File: src/rtl/vector_memory_arbiter.sv
// Round-robin arbiter/sequencer sharing the single vector MEMORY port between the core
// pipeline (requester 0) and the data loader (requester 1); runs bursts and tags read returns.
module vector_memory_arbiter #(
  parameter int unsigned LEN_W = 4
) (
  input  logic             clk,
  input  logic             rst,
  input  logic             req0,
  input  logic             req1,
  input  logic [31:0]      addr0,
  input  logic [31:0]      addr1,
  input  logic [LEN_W-1:0] len0,
  input  logic [LEN_W-1:0] len1,
  input  logic             we0,
  input  logic             we1,
  input  logic             e0,
  input  logic             e1,
  input  logic             s0,
  input  logic             s1,
  input  logic [1:0]       pos0,
  input  logic [1:0]       pos1,
  input  logic [31:0]      wdv0,
  input  logic [31:0]      wdv1,
  input  logic [31:0]      wds0,
  input  logic [31:0]      wds1,
  output logic             gnt0,
  output logic             gnt1,
  output logic             ack0,
  output logic             ack1,
  output logic             rvalid0,
  output logic             rvalid1,
  output logic [31:0]      rdata,
  output logic             busy,
  output logic [31:0]      m_a,
  output logic [31:0]      m_wdv,
  output logic [31:0]      m_wds,
  output logic [1:0]       m_pos,
  output logic             m_we,
  output logic             m_e,
  output logic             m_s,
  input  logic [31:0]      m_rd
);

  typedef enum logic [0:0] {StIdle, StBusy} state_e;

  state_e           state_q, state_d;
  logic             owner_q, owner_d;
  logic             last_q, last_d;
  logic [LEN_W-1:0] count_q, count_d;
  logic [LEN_W-1:0] len_q, len_d;
  logic [31:0]      base_q, base_d;
  logic             we_q, we_d;
  logic             e_q, e_d;
  logic             s_q, s_d;
  logic [1:0]       pos_q, pos_d;
  logic             rvalid0_q, rvalid0_d;
  logic             rvalid1_q, rvalid1_d;
  logic             winner;

  // On a tie the requester that did not win last time gets the port.
  assign winner = (req0 && req1) ? ~last_q : req1;

  always_ff @(posedge clk or posedge rst) begin
    if (rst) begin
      state_q   <= StIdle;
      owner_q   <= 1'b0;
      last_q    <= 1'b1;
      count_q   <= '0;
      len_q     <= '0;
      base_q    <= '0;
      we_q      <= 1'b0;
      e_q       <= 1'b0;
      s_q       <= 1'b0;
      pos_q     <= '0;
      rvalid0_q <= 1'b0;
      rvalid1_q <= 1'b0;
    end else begin
      state_q   <= state_d;
      owner_q   <= owner_d;
      last_q    <= last_d;
      count_q   <= count_d;
      len_q     <= len_d;
      base_q    <= base_d;
      we_q      <= we_d;
      e_q       <= e_d;
      s_q       <= s_d;
      pos_q     <= pos_d;
      rvalid0_q <= rvalid0_d;
      rvalid1_q <= rvalid1_d;
    end
  end

  always_comb begin
    state_d = state_q;
    owner_d = owner_q;
    last_d  = last_q;
    count_d = count_q;
    len_d   = len_q;
    base_d  = base_q;
    we_d    = we_q;
    e_d     = e_q;
    s_d     = s_q;
    pos_d   = pos_q;
    unique case (state_q)
      StIdle: begin
        if (req0 || req1) begin
          state_d = StBusy;
          owner_d = winner;
          last_d  = winner;
          count_d = '0;
          base_d  = winner ? addr1 : addr0;
          len_d   = winner ? len1  : len0;
          we_d    = winner ? we1   : we0;
          e_d     = winner ? e1    : e0;
          s_d     = winner ? s1    : s0;
          pos_d   = winner ? pos1  : pos0;
        end
      end
      StBusy: begin
        count_d = count_q + 1'b1;
        if (count_q == len_q) begin
          state_d = StIdle;
          count_d = '0;
        end
      end
      default: state_d = StIdle;
    endcase
  end

  // Read data arrives one cycle after the beat; the strobe carries the issuing owner's tag.
  always_comb begin
    rvalid0_d = (state_q == StBusy) && !we_q && !owner_q;
    rvalid1_d = (state_q == StBusy) && !we_q && owner_q;
  end

  always_comb begin
    gnt0  = 1'b0;
    gnt1  = 1'b0;
    ack0  = 1'b0;
    ack1  = 1'b0;
    busy  = 1'b0;
    m_a   = '0;
    m_wdv = '0;
    m_wds = '0;
    m_pos = '0;
    m_we  = 1'b0;
    m_e   = 1'b0;
    m_s   = 1'b0;
    if (state_q == StBusy) begin
      gnt0  = ~owner_q;
      gnt1  = owner_q;
      ack0  = ~owner_q;
      ack1  = owner_q;
      busy  = 1'b1;
      m_a   = base_q + 32'(count_q);
      m_wdv = owner_q ? wdv1 : wdv0;
      m_wds = owner_q ? wds1 : wds0;
      m_pos = pos_q;
      m_we  = we_q;
      m_e   = e_q;
      m_s   = s_q;
    end
  end

  assign rvalid0 = rvalid0_q;
  assign rvalid1 = rvalid1_q;
  assign rdata   = m_rd;

endmodule

File: config.mk
export PLATFORM = sky130hd
export DESIGN_NAME = vector_memory_arbiter
export DESIGN_NICKNAME = d
export VERILOG_FILES = /design/src/rtl/vector_memory_arbiter.sv
export SDC_FILE = /design/constraint.sdc
export NUM_CORES = 1
export LEC_CHECK = 0
export BUFFER_PORTS_ARGS = -buffer_cell sky130_fd_sc_hd__buf_2
export CORE_AREA = 4 4 147 149
export DETAILED_ROUTE_END_ITERATION = 10
export DIE_AREA = 0 0 151 153
export PLACE_DENSITY_LB_ADDON = 0.3
export SETUP_SLACK_MARGIN = 0.02
export SLEW_MARGIN = 20
export SYNTH_ARGS = -nofsm -noshare
export SYNTH_HDL_FRONTEND = slang
export SYNTH_SLANG_ARGS = --single-unit
File: constraint.sdc
create_clock -name clk -period 4 [get_ports clk]
set_input_delay 0.8 -clock clk [delete_from_list [all_inputs] [get_ports clk]]
set_output_delay 0.8 -clock clk [all_outputs]
set_load 0.005 [all_outputs]
Word level (Yosys, flattened, before mapping)
Index checks and enable logic that the tools add are counted.
{ "totals": {"regBits": 50, "in_bits": 246, "output_inout_bits": 140, "word_cells": 52} }
{ "op_classes": {"n_addsub": 2, "eq_ne": 2, "mux": 25, "n_bitwise": 3, "reduce_logical": 8} }
{ "ops": {"columns": ["cell", "n"], "rows": [
  ["$mux W32", 6],
  ["$add A32 B4 Y32", 1],
  ["$mux W1", 12],
  ["$mux W4", 3],
  ["$pmux W4 S2", 1],
  ["$add A4 B1 Y4 const B", 1],
  ["$eq A4 B4 Y1", 1],
  ["$logic_and A1 B1 Y1", 4],
  ["$mux W2", 2],
  ["$not A1 Y1", 3],
  ["$logic_not A1 Y1", 2],
  ["$ne A2 B2 Y1 const B", 1],
  ["$pmux W1 S2", 1],
  ["$reduce_and A2 Y1", 1],
  ["$logic_or A1 B1 Y1", 1]
]} }

Logic depth before layout (Yosys ltp)
{ "logic_depth": {"word_depth": 3, "depth_mapped": 8, "mapped_depth_nobuf": 8} }

Worst setup path before layout
Ideal clock, no wire load.
{ "synth_path": {"kind": "register to output", "startpoint": "register count_q[0]", "endpoint": "output m_a[30]", "arrival_time_ns": 2.318, "required_time_ns": 3.200, "setup_slack_ns": 0.882, "path_stages_with_launch": 9, "n_path_buf": 0, "path_cell_list": "dfrtp_1 ha_1 inv_1 fa_1 nor2b_1 o21ai_0 a21o_4 or4_1 a21oi_1"} }
{ "synth_via": {"elab_chain_len": 2} }
{ "synth_lines": {"columns": ["element", "line", "source"], "rows": [
  ["start: declaration", "49", "logic [LEN_W-1:0] count_q, count_d;"],
  ["start signal: assignment", "81", "count_q <= count_d;"],
  ["$add A32 B4 Y32", "155", "m_a = base_q + 32'(count_q);"],
  ["$mux W32", "149", "if (state_q == StBusy) begin"],
  ["end: declaration", "34", "output logic [31:0] m_a,"]
]} }
Every way passes these cells.

Worst setup path in the final report
Ends and elaborated chain as after synthesis.

==> results_dict.tcl <==
set metrics [dict create \
    ctsLongestPathBuffers 2 \
    ant_nets 0 \
    use_met1_pct 18.7 \
    area_growth_pct 41.3 \
    finalHoldViolations 0 \
    cts_root_buf "clkbuf_16" \
    finalCritPeriodShare_pct 93.8 \
    slowest_delay_ns 0.50 \
    dr.pass1.iters 4 \
    drtIter0Drc 90 \
    track_usage_pct 15.2 \
    ys_types 46 \
    grt_max_degree 45 \
    leakagePower_nw 3.22 \
    tightestPinTransition_ns 1.01 \
    cts_inserted_buffers 5 \
    crit_type "register to output pin" \
    worstPathCellList "ha_1, inv_1, fa_1, nor2b_1, o21ai_1, a21o_4, or4_1, a21oi_1, buf_2" \
    gp_congestion 0.752 \
    status "completed" \
    use_met2_pct 26.3 \
    avgViaCountPerCell 4.30 \
    grt_pass1_wl_um 27100 \
    cts_max_level 2 \
    tritoncts "built" \
    synth_ff_type "dfrtp_1" \
    synth_edf_count 0 \
    antenna_cells 0 \
    crit_family "simple AND/OR/NAND/NOR gates" \
    setup_viol 0 \
    irDropWorstVdd_mv 0.239 \
    crit_arrival_ns 2.95 \
    start_util_pct 21.8 \
    pin_count 386 \
    num_vias 4638 \
    synth-simple-area-share_pct 20.0 \
    async_flop_share_pct 100 \
    remaining_drc_errors 0 \
    core_area_um2 20200 \
    synth_compound_area_share_pct 10.8 \
    fin_tns_setup_ns 0 \
    dieArea_um2 23100 \
    synth_top_family_by_area "multiplexers" \
    row_count 52 \
    yosysSeqAreaShare_pct 28.5 \
    startpoint_type "register" \
    finalCriticalPeriod_ns 3.75 \
    worst_path_max_delay_cell "or4_1" \
    fill_cells 2248 \
    regArea_um2 1260 \
    timing.hold.ws_ns 0.477 \
    required_ns 3.20 \
    fin_total_pwr_mw 3.82 \
    synth_adder_area_share_pct 1.88 \
    die_width_um 151 \
    fmax_ghz 0.267 \
    wl_per_cell_um 17.5 \
    critPathBufInv 2 \
    busiest_layer "met2" \
    multi_input_area_um2 2730 \
    dp.cells 1071 \
    yosysWarnings 0 \
    rsz0062_at_grt "no" \
    grt_pass1_vias 4591 \
    stdcell_count 1079 \
    synthesis.nets 792 \
    hpwlAfterDp_um 15700 \
    post_cts_buffers 0 \
    ys_ff_latch 50 \
    clock_latency_ns 0.29 \
    avgSynthCellArea_um2 8.13 \
    drt-total-wl_um 18800 \
    io_buffers 321 \
    fin_skew_ns 0.00660 \
    powerDensity_nw_per_um2 615 \
    maxCapViolCount 0 \
    max_slew_margin_pct 31.8 \
    hold_class "register to register" \
    drive_above_1_share_pct 43.0 \
    endpoint_kind "output pin" \
    yosys.area_share.xor_xnor_pct 4.59 \
    overflow 0 \
    grt.met3_usage_pct 5.21 \
    drv_slew 0 \
    synthMuxAreaShare_pct 24.4 \
    nets 1060 \
    clock-sinks 50 \
    cts.clk_slew.worst_paths_ns 0.08 \
    synthesis.area_um2 4390 \
    syn_inst 540 \
    final_util_pct 30.8 \
    die_y_um 153 \
    grt_antenna_before_repair 4 \
    cp_max_fo 7 \
]
## kinds of logic (layout without fill, tap and decap cells)
kind of cell             count (synthesis)  count (layout)
AO/OA/AOI/OAI                           83              83
XOR/XNOR                                23              23
adder cells (fa/ha/maj)                  6               6
buffers and inverters                   77             346
flip-flops                              50              50
multiplexers                           107             107
AND/OR/NAND/NOR                        194             194
## worst register-to-register path: cells and delay by family, from the launching register on
family	cells	cell delay [ns]
AO/OA/AOI/OAI	2	0.75
buffers and inverters	2	0.97
flip-flops	1	0.36
## area by class of cell
type | instances | share of cell area, %
Sequential cell | 50 | 20.2
Timing Repair Buffer | 330 | 27.4
Tap cell | 270 | 5.44
Clock buffer | 5 | 2.02
Multi-Input combinational cell | 413 | 44.0
Inverter | 8 | 0.504
Clock inverter | 3 | 0.403
## worst paths after layout
check	to	slack (ns)	depth (start not counted)	start
max	m_a[30]	0.25	9	count_q[0]
min	rvalid0	0.48	1	we_q
max reg2reg	base_q[13]	1.79	4	state_q
min reg2reg	rvalid0	0.48	1	we_q
max in group asynchronous	last_q	2.61	3	rst
min in group asynchronous	base_q[30]	0.58	2	rst
## sequential cells by signal (all words and copies together), names as in the netlist
name     cells
base_q      32
count_q      4
len_q        4
pos_q        2
e_q          1
last_q       1
owner_q      1
rvalid0      1
rvalid1      1
s_q          1
state_q      1
we_q         1
## cells in the mapped netlist (all sizes together) (2+ instances only)
cell	count	area (um^2)
a211oi	5	37.5
a21o	2	22.5
a21oi	9	45.0
and2	7	43.8
and3	2	13.8
and4	4	36.3
buf	48	323
clkbuf	21	78.8
dfrtp	49	1230
ha	5	62.6
inv	8	30.0
mux2i	107	1070
nand2	55	206
nand2b	3	18.8
nand3	7	35.0
nand4	4	40.0
nor2	88	330
nor2b	4	25.0
nor3	7	35.0
nor3b	2	15.0
nor4	2	12.5
nor4b	3	26.3
o2111ai	2	17.5
o21a	2	15.0
o21ai	55	275
o31ai	2	15.0
or3	5	31.3
xnor2	14	123
xor2	9	78.8
## per-stage QoR
stage                     setup slack (ns)  instance area, um^2
final                                0.249                 6200
after global routing                0.0674                 6200
after CTS                           0.0657                 6200
after detailed placement             0.421                 6050
after global placement               0.445                 6050
after floorplan                      0.882                 4390
## placed cells by master (no fill, tap or decap), drive strengths merged, types with 5 or more instances in the layout
| cell type | count |
|---|---|
| ha | 5 |
| xnor2 | 14 |
| nor3 | 7 |
| clkbuf | 5 |
| or3 | 5 |
| inv | 8 |
| mux2i | 107 |
| a211oi | 5 |
| nand3 | 7 |
| a21oi | 9 |
| xor2 | 9 |
| nor2 | 88 |
| nand2 | 55 |
| and2 | 7 |
| dfrtp | 49 |
| o21ai | 55 |
| buf | 330 |
## metal layers
metal | routed length (um) | part of all wire (%) | vias to the layer above
met3 | 1790 | 9.5 | 18
met1 | 7760 | 41 | 2059
met4 | 164 | 0.87 | 8
li1 | - | - | 2351
met5 | 48 | 0.25 | -
met2 | 9080 | 48 | 202
## where the power goes
group / switching (mW) / internal [mW]
logic: 1.21 / 1.07
registers: 0.339 / 0.751
clock network: 0.209 / 0.236
total: 1.76 / 2.06
## what timing repair did
item / 4_1_cts / 5_1_grt
hold endpoints to repair: 0 / 0
setup endpoints to repair: 0 / 1
gates resized for setup: 0 / 1
hold buffers: 0 / 0
Power figures use the tool's default switching activity.
